===== config.mk =====
export PLATFORM = sky130hd
export DESIGN_NAME = nibble_packer
export DESIGN_NICKNAME = d
export VERILOG_FILES = /design/src/rtl/nibble_packer.sv
export SDC_FILE = /design/constraint.sdc
export NUM_CORES = 1
export LEC_CHECK = 0
export BUFFER_PORTS_ARGS = -buffer_cell sky130_fd_sc_hd__buf_2
export CAP_MARGIN = 20
export CORE_AREA = 2 2 39 41
export CTS_BUF_LIST = sky130_fd_sc_hd__clkbuf_4 sky130_fd_sc_hd__clkbuf_8
export CTS_CLUSTER_DIAMETER = 150
export CTS_CLUSTER_SIZE = 10
export DETAILED_ROUTE_END_ITERATION = 16
export DIE_AREA = 0 0 41 43
export PLACE_DENSITY = 0.69
export SKIP_LAST_GASP = 1
export SLEW_MARGIN = 20
export SYNTH_ARGS = -nofsm -noshare
export SYNTH_HDL_FRONTEND = slang
export SYNTH_SLANG_ARGS = --single-unit

===== constraint.sdc =====
create_clock -name clk -period 1.4 [get_ports clk]
set_clock_uncertainty 0.05 [all_clocks]
set_input_delay 0.14 -clock clk [delete_from_list [all_inputs] [get_ports clk]]
set_output_delay 0.14 -clock clk [all_outputs]
set_load 0.1 [all_outputs]

===== src/rtl/nibble_packer.sv =====
// nibble_packer: pairs 4-bit nibbles from a valid/ready stream into 8-bit words
// and presents each word on a registered valid/ready output.
module nibble_packer #(
  parameter bit LOW_FIRST = 1'b1
) (
  input  logic       clk,
  input  logic       rst_n,
  input  logic       clr,
  input  logic [3:0] in_data,
  input  logic       in_valid,
  output logic       in_ready,
  output logic [7:0] out_data,
  output logic       out_valid,
  input  logic       out_ready,
  output logic       half_pending
);

  typedef enum logic [1:0] {
    EMPTY = 2'd0,
    HALF  = 2'd1,
    FULL  = 2'd2
  } state_t;

  state_t     r_state;
  logic [7:0] r_data;

  logic       w_in_beat;
  logic       w_out_beat;
  logic [7:0] w_first_word;
  logic [7:0] w_second_word;

  assign in_ready   = !clr && ((r_state != FULL) || out_ready);
  assign w_in_beat  = in_valid && in_ready;
  assign w_out_beat = (r_state == FULL) && out_ready;

  // Opening a word always zeroes the other slot so a half word never shows stale data.
  assign w_first_word  = LOW_FIRST ? {4'h0, in_data} : {in_data, 4'h0};
  assign w_second_word = LOW_FIRST ? {in_data, r_data[3:0]} : {r_data[7:4], in_data};

  always_ff @(posedge clk or negedge rst_n) begin
    if (!rst_n) begin
      r_state <= EMPTY;
      r_data  <= 8'h00;
    end else if (clr) begin
      r_state <= EMPTY;
      r_data  <= 8'h00;
    end else begin
      case (r_state)
        EMPTY: begin
          if (w_in_beat) begin
            r_data  <= w_first_word;
            r_state <= HALF;
          end
        end
        HALF: begin
          if (w_in_beat) begin
            r_data  <= w_second_word;
            r_state <= FULL;
          end
        end
        FULL: begin
          // An input beat here implies an output beat, since in_ready follows out_ready.
          if (w_out_beat) begin
            if (w_in_beat) begin
              r_data  <= w_first_word;
              r_state <= HALF;
            end else begin
              r_state <= EMPTY;
            end
          end
        end
        default: begin
          r_state <= EMPTY;
          r_data  <= 8'h00;
        end
      endcase
    end
  end

  assign out_data     = r_data;
  assign out_valid    = (r_state == FULL);
  assign half_pending = (r_state == HALF);

endmodule


# Yosys cells after proc, flatten, opt, wreduce, memory -nomap -nowiden
# Index checks and enable logic that the tools add are counted.
# totals
ff_bits	10
elab_cells	30
# classes
n_eq_ne	7
n_mux	11
reduce_logical	9
# op_table
cell	n
two-way mux 8 bit	4
one-hot mux 8 bit (3 select lines)	1
two-way mux 2 bit	4
inequality test 3 x 2 -> 1 bit, second input constant	2
one-hot mux 2 bit (3 select lines)	1
inequality test 2 bit, second input constant	2
AND reduction 2 bit	2
logical AND 1 bit	3
inequality test 3 bit, second input constant	1
AND reduction 3 bit	1
== test 2 x 1 -> 1 bit, second input constant	1
== test 2 bit, second input constant	1
zero test 2 bit	1
zero test 1 bit	1
logical OR 1 bit	1
two-way mux 1 bit	1

# Logic depth before layout (Yosys ltp)
# Gate-level depths: netlist of the first run.
# logic_depth
ltp_word	8
mapped_depth	4

# Worst setup path after synthesis of the first run
# No wires, ideal clock.
# synth_timing
path_kind	reg-to-reg
startpoint	reg r_state[0]
endpoint	reg r_data[0] (netlist: out_data[0])
arrival_ps	2249
setup_slack_ps	-1037
path_stages_with_launch	4
path_buffers	0
path_cell_list	dfrtp_1 nor2b_1 nor4b_4 mux2i_1
# synth_via
word_cells_on_any_way	15
# synth_rtl
item	line_no	rtl
from (decl)	24	state_t r_state;
from (signal assigned)	42	r_state <= EMPTY;
from (signal assigned)	45	r_state <= EMPTY;
from (signal assigned)	52	r_state <= HALF;
== test 2 x 1 -> 1 bit *	-	
via half_pending	15	output logic half_pending
one-hot mux 8 bit (3 select lines) or inequality test 2 bit (tied branches)	-	
two-way mux 8 bit or AND reduction 2 bit (tied branches)	-	
to (signal assigned)	51	r_data <= w_first_word;
to (signal assigned)	57	r_data <= w_second_word;
to (signal assigned)	65	r_data <= w_first_word;
to (decl)	25	logic [7:0] r_data;
# Mark *: on every way through the listed nets, which the timed path passes. The rest lies on a longest branch. The select of a mux whose other input is x is not followed.
# A chain may end at the register's enable or synchronous reset.

# Worst setup path after layout of the first run
# layout_timing
startpoint	reg r_state[0]
endpoint	out in_ready
# layout_via
elab_chain_cells	3
# layout_rtl
item	line_no	rtl
inequality test 2 bit	32	assign in_ready = !clr && ((r_state != FULL) || out_ready);
logical OR 1 bit	32	
logical AND 1 bit	32	
to (decl)	11	output logic in_ready,
# Every way passes these cells.

==> results.cfg, run 1 <==
[run_status]
status = finished with violations
violations = negative setup slack

[cells_and_area]
drive_gt1_share_pct = 46.8
area_growth_pct = 56.0
layout_common_cells = buf_2 (16), nand2_1 (12), dfrtp_1 (9), mux2i_1 (8), inv_1 (5)
finalNetCount = 89
n_antenna_cell = 0
stdcell_area_um2 = 816
mostFrequentLayoutCell = buf_2
fillers = 130
fin_util_pct = 59.0

[sta]
fmax_ghz = 0.697
fin_ws_ns = -0.0337
tightest_slew_ns = 0.485
setup_viol = 1
fin_crit_ns = 1.43
rsz0062_at_grt = yes
hold_viol = 0
slew_headroom_pct = 67.9
drv_slew = 0
finalCritPeriodShare_pct = 102
fin_setup_tns_ns = -0.0337

[critical_path]
end_kind = output pin
slowest_stage = dfrtp_2
cp_cell_sequence = nor3b_4, nor2_4, buf_12
worstPathMaxFanout = 3
critPathLaunchType = register
critPathKind = register to output pin
cp.arrival_ns = 1.24
worst-path-buf-inv = 1
cp_top_family = flip-flops
required_ns = 1.21
cpPeakStageDelay_ns = 0.44

[global_route]
grt_pass1_wl_mm = 1.77
grt_max_degree = 11
overflow = 0
grt_pass1_vias = 412
antenna_found_initial = 0
grtUsageTotal_pct = 15.0

[cts]
path_clk_slew_ns = 0.06
htree_levels = 1
cts_inserted_buffers = 3
cts.sinks = 10
clk_latency_ns = 0.26
cts_tree = yes
cts.path.max_buffers = 2
root_buffer = clkbuf_4

[logic_synthesis]
synth_seq_area_share_pct = 47.8
syn_nets = 59
synthTopCellsByArea = dfrtp_1 (48%), mux2i_1 (15%), nand2_1 (8.6%)
yosysTopAreaCell = dfrtp_1
synth.distinct_cells = 15
syn_inst = 50
synth_area_um2 = 523
synth_top_cell_area_share_pct = 47.8
yosys_register_bits = 10
avgSynthCellArea_um2 = 10.5
yosys_warnings = 0

[floorplanning]
core_area_mm2 = 0.00138
die_x_um = 41
ios = 20
die-area_mm2 = 0.00176
fp.dieH_um = 43
rows = 14
start_util_pct = 37.8

[drt]
wl_per_cell_um = 11.8
firstDrtPassIters = 3
vias = 430
post_drt_via_cell_ratio = 4.53
drc_errors = 0
wl_mm = 1.12
drt_iter0_drc = 2
postRouteAntennaNets = 0

[worst_hold_path]
min_path_type = input pin to register

[placement]
port_buffers = 19
dp_hpwl_um = 829
postPlaceCellArea_um2 = 716
globalplace.congestion = 0.657
preCtsSetupSlack_ns = -0.0272

[pwr]
cellPowerDensity_mw_per_mm2 = 1010
peakVddDrop_mv = 0.686
p_leak_nw = 0.393

[flow_run]
max_cap_violations = 0
==> metrics by stage <==
step                power [W]  instances  hold slack (ns)
floorplan            0.000490         50           -0.206
global placement     0.000556         89          -0.0408
detailed placement   0.000558         89          -0.0360
CTS                  0.000828         94           0.0735
global route         0.000865         95           0.0749
finish               0.000827         95           0.0776
==> layout make-up <==
cell class              instances  area (um^2)  area share (%)
multi-input cells              34          283            34.7
flip-flops and latches         10          251            30.8
repair buffers                 26          206            25.3
clock buffers                   4         36.3            4.45
well taps                      16         20.0            2.45
inverters                       5         18.8            2.30
==> registers in the layout, summed over array words and instances, names as in the netlist <==
| name | flops |
|---|---|
| out_data | 8 |
| r_state | 2 |
==> synthesized netlist by cell type <==
cell and n:
buf_4 1, nor3b_1 2, dfrtp_1 10, nor2b_1 2
nor4b_4 1, a21oi_2 1, a21oi_1 1, a21boi_4 1
mux2i_1 8, or2b_1 1, nor3b_2 1, nor2_1 3
nand2_1 12, a31oi_1 1, inv_1 5
==> worst reg2reg max path: stages (launching register included) <==
cell and delay, ns:
dfrtp_2 0.44, nor2b_4 0.16, nor4b_4 0.24, buf_4 0.18, mux2i_1 0.19
==> power breakdown <==
| group | switching (W) | internal, W |
|---|---|---|
| registers | 0.0000106 | 0.000303 |
| logic | 0.000177 | 0.0000838 |
| clock network | 0.0000956 | 0.000158 |
| total | 0.000283 | 0.000544 |
==> per-layer routing <==
metal	GRT usage [%]	share of wire, %	wire, um	up-vias
met5	0	0	0	-
met4	10.0	0.80	9	0
met3	3.14	4.9	55	2
met2	22.2	48	537	12
met1	18.7	46	517	195
li1	-	-	-	221
==> worst paths after layout <==
check | start | to | slack (ns) | cells after the start
worst max-delay path | r_state[0]$_DFFE_PN0P_ | in_ready | -0.03 | 3
worst min-delay path | in_data[0] | out_data[4]$_DFFE_PN0P_ | 0.08 | 3
worst max register to register | r_state[0]$_DFFE_PN0P_ | out_data[1]$_DFFE_PN0P_ | 0.06 | 4
worst min register to register | out_data[4]$_DFFE_PN0P_ | out_data[4]$_DFFE_PN0P_ | 0.47 | 2
max in group asynchronous | rst_n | r_state[0]$_DFFE_PN0P_ | 0.87 | 2
min in group asynchronous | rst_n | out_data[7]$_DFFE_PN0P_ | 0.22 | 2
==> repair_timing <==
action                                  4_1_cts  5_1_grt
endpoints found under the hold margin        10        0
buffers inserted                              0        1
gates resized for setup                       5        6
endpoints found under the setup margin        3       11
pin swaps                                     1        1
hold buffers                                  1        0
==> logic make-up after synthesis <==
group	synth area share (%)
flip-flops	47.8
buffers and inverters	5.02
AO/OA/AOI/OAI	7.42
multiplexers	15.3
AND/OR/NAND/NOR	24.4
Note: power is estimated with default switching activity, not from simulation.
==> run 2: changes to the inputs <==
PLACE_DENSITY = unset   (was 0.69)
PLACE_DENSITY_LB_ADDON = 0.2   (was unset)
==> results.cfg, run 2 (synthesis gave the netlist of run 1 again) <==
[sta]
fmax_ghz = 0.730
setup_viol = 0
whs_ns = 0.0843
hold_viol = 0
finalCritPeriodShare_pct = 97.9
slew_headroom_pct = 67.9
tightest_slew_ns = 0.484
drv_slew = 0
fin_setup_tns_ns = 0
fin_crit_ns = 1.37
rsz0062_at_grt = yes

[floorplanning]
die_x_um = 41
die-area_mm2 = 0.00176
start_util_pct = 37.8
ios = 20
fp.dieH_um = 43
core_area_mm2 = 0.00138
rows = 14

[cells_and_area]
largest_reg_flops = 8
stdcell_area_um2 = 792
n_antenna_cell = 0
drive_gt1_share_pct = 46.8
fin_util_pct = 57.2
layout_common_cells = buf_2 (16), nand2_1 (12), dfrtp_1 (9), mux2i_1 (8)
finalNetCount = 90
mostFrequentLayoutCell = buf_2
area_growth_pct = 51.4

[worst_hold_path]
hold_end = out_data[1]$_DFFE_PN0P_
min_path_cells = 3
worstHoldStart = in_data[1]
min_path_type = input pin to register

[global_route]
top_usage_layer = met1
grt_max_degree = 11
antenna_found_initial = 0
met2_usage_pct = 20.6
grtUsageTotal_pct = 15.3
grt_pass1_vias = 405
gr-usage-met1_pct = 21.4
overflow = 0
grt_pass1_wl_mm = 1.78
use_met3_pct = 4.71

[critical_path]
critPathLaunchType = register
critPathKind = register to register
cp.arrival_ns = 1.50
r2r_start = r_state[1]$_DFFE_PN0P_
r2r-end = out_data[0]$_DFFE_PN0P_
r2r_slack_ns = 0.03
required_ns = 1.53
worstPathMaxFanout = 4
critPathLaunch = r_state[1]$_DFFE_PN0P_
reg2reg_depth = 5
end_kind = register

[placement]
dp_hpwl_um = 820
globalplace.congestion = 0.719
postPlaceCellArea_um2 = 708
port_buffers = 19

[cts]
cts.path.max_buffers = 2
htree_levels = 1
clk_latency_ns = 0.25
cts_tree = yes
cts.sinks = 10
path_clk_slew_ns = 0.06
cts_inserted_buffers = 3
root_buffer = clkbuf_4

[pwr]
p_leak_nw = 0.386
peakVddDrop_mv = 0.560
p_total_w = 0.000753
cellPowerDensity_mw_per_mm2 = 951

[flow_run]
max_cap_violations = 0

[drt]
wl_per_cell_um = 11.0
postRouteAntennaNets = 0
vias = 435
post_drt_via_cell_ratio = 4.58
drc_errors = 0
drt_iter0_drc = 3
firstDrtPassIters = 2
wl_mm = 1.05

[run_status]
status = completed
## run 2: cell count changes in the layout (fill, tap and decap cells not counted), sizes merged
cell    delta
buf        +1
clkbuf     -1
## run 2: layout make-up
type / instances / area [um^2]
multi-input cells: 34 / 278
repair buffers: 27 / 201
flip-flops and latches: 10 / 251
well taps: 16 / 20.0
fillers: 139 / 592
clock buffers: 3 / 22.5
inverters: 5 / 18.8
## run 2: critical path: stages (launching register included)
cell and delay [ns]:
dfrtp_1 0.39, nor3b_4 0.17, buf_6 0.12, nor4b_4 0.19, buf_4 0.18, mux2i_1 0.19
## run 2: power by group
part           internal [W]  switching [W]
registers          0.000303     0.00000908
clock network     0.0000987      0.0000870
logic             0.0000801       0.000176
total              0.000482       0.000272
## run 2: per-layer routing
metal	share of wire, %	vias up
li1	-	224
met5	0	-
met2	50	11
met4	0.86	0
met3	4.4	2
met1	45	198
## run 2: what timing repair did
action | in CTS | in global routing
pin swaps | 2 | 1
hold buffers | 1 | 0
endpoints found under the setup margin | 1 | 10
gates resized for setup | 4 | 3
hold endpoints to repair | 10 | 0
setup buffers | 2 | 1
## run 2: through the flow
stage | cells | setup slack [ns]
floorplan | 50 | -0.108
global placement | 88 | 0.0590
detailed placement | 88 | 0.0119
CTS | 94 | 0.00538
global route | 95 | -0.0405
finish | 95 | 0.0299
## run 2: worst max-delay path by stage
stage                                    endpoint  cells after the start
final                     out_data[0]$_DFFE_PN0P_                      5
after global placement    out_data[5]$_DFFE_PN0P_                      4
after global routing      out_data[6]$_DFFE_PN0P_                      4
after CTS                 out_data[0]$_DFFE_PN0P_                      5
after detailed placement  out_data[0]$_DFFE_PN0P_                      3
after floorplan                         out_valid                      1
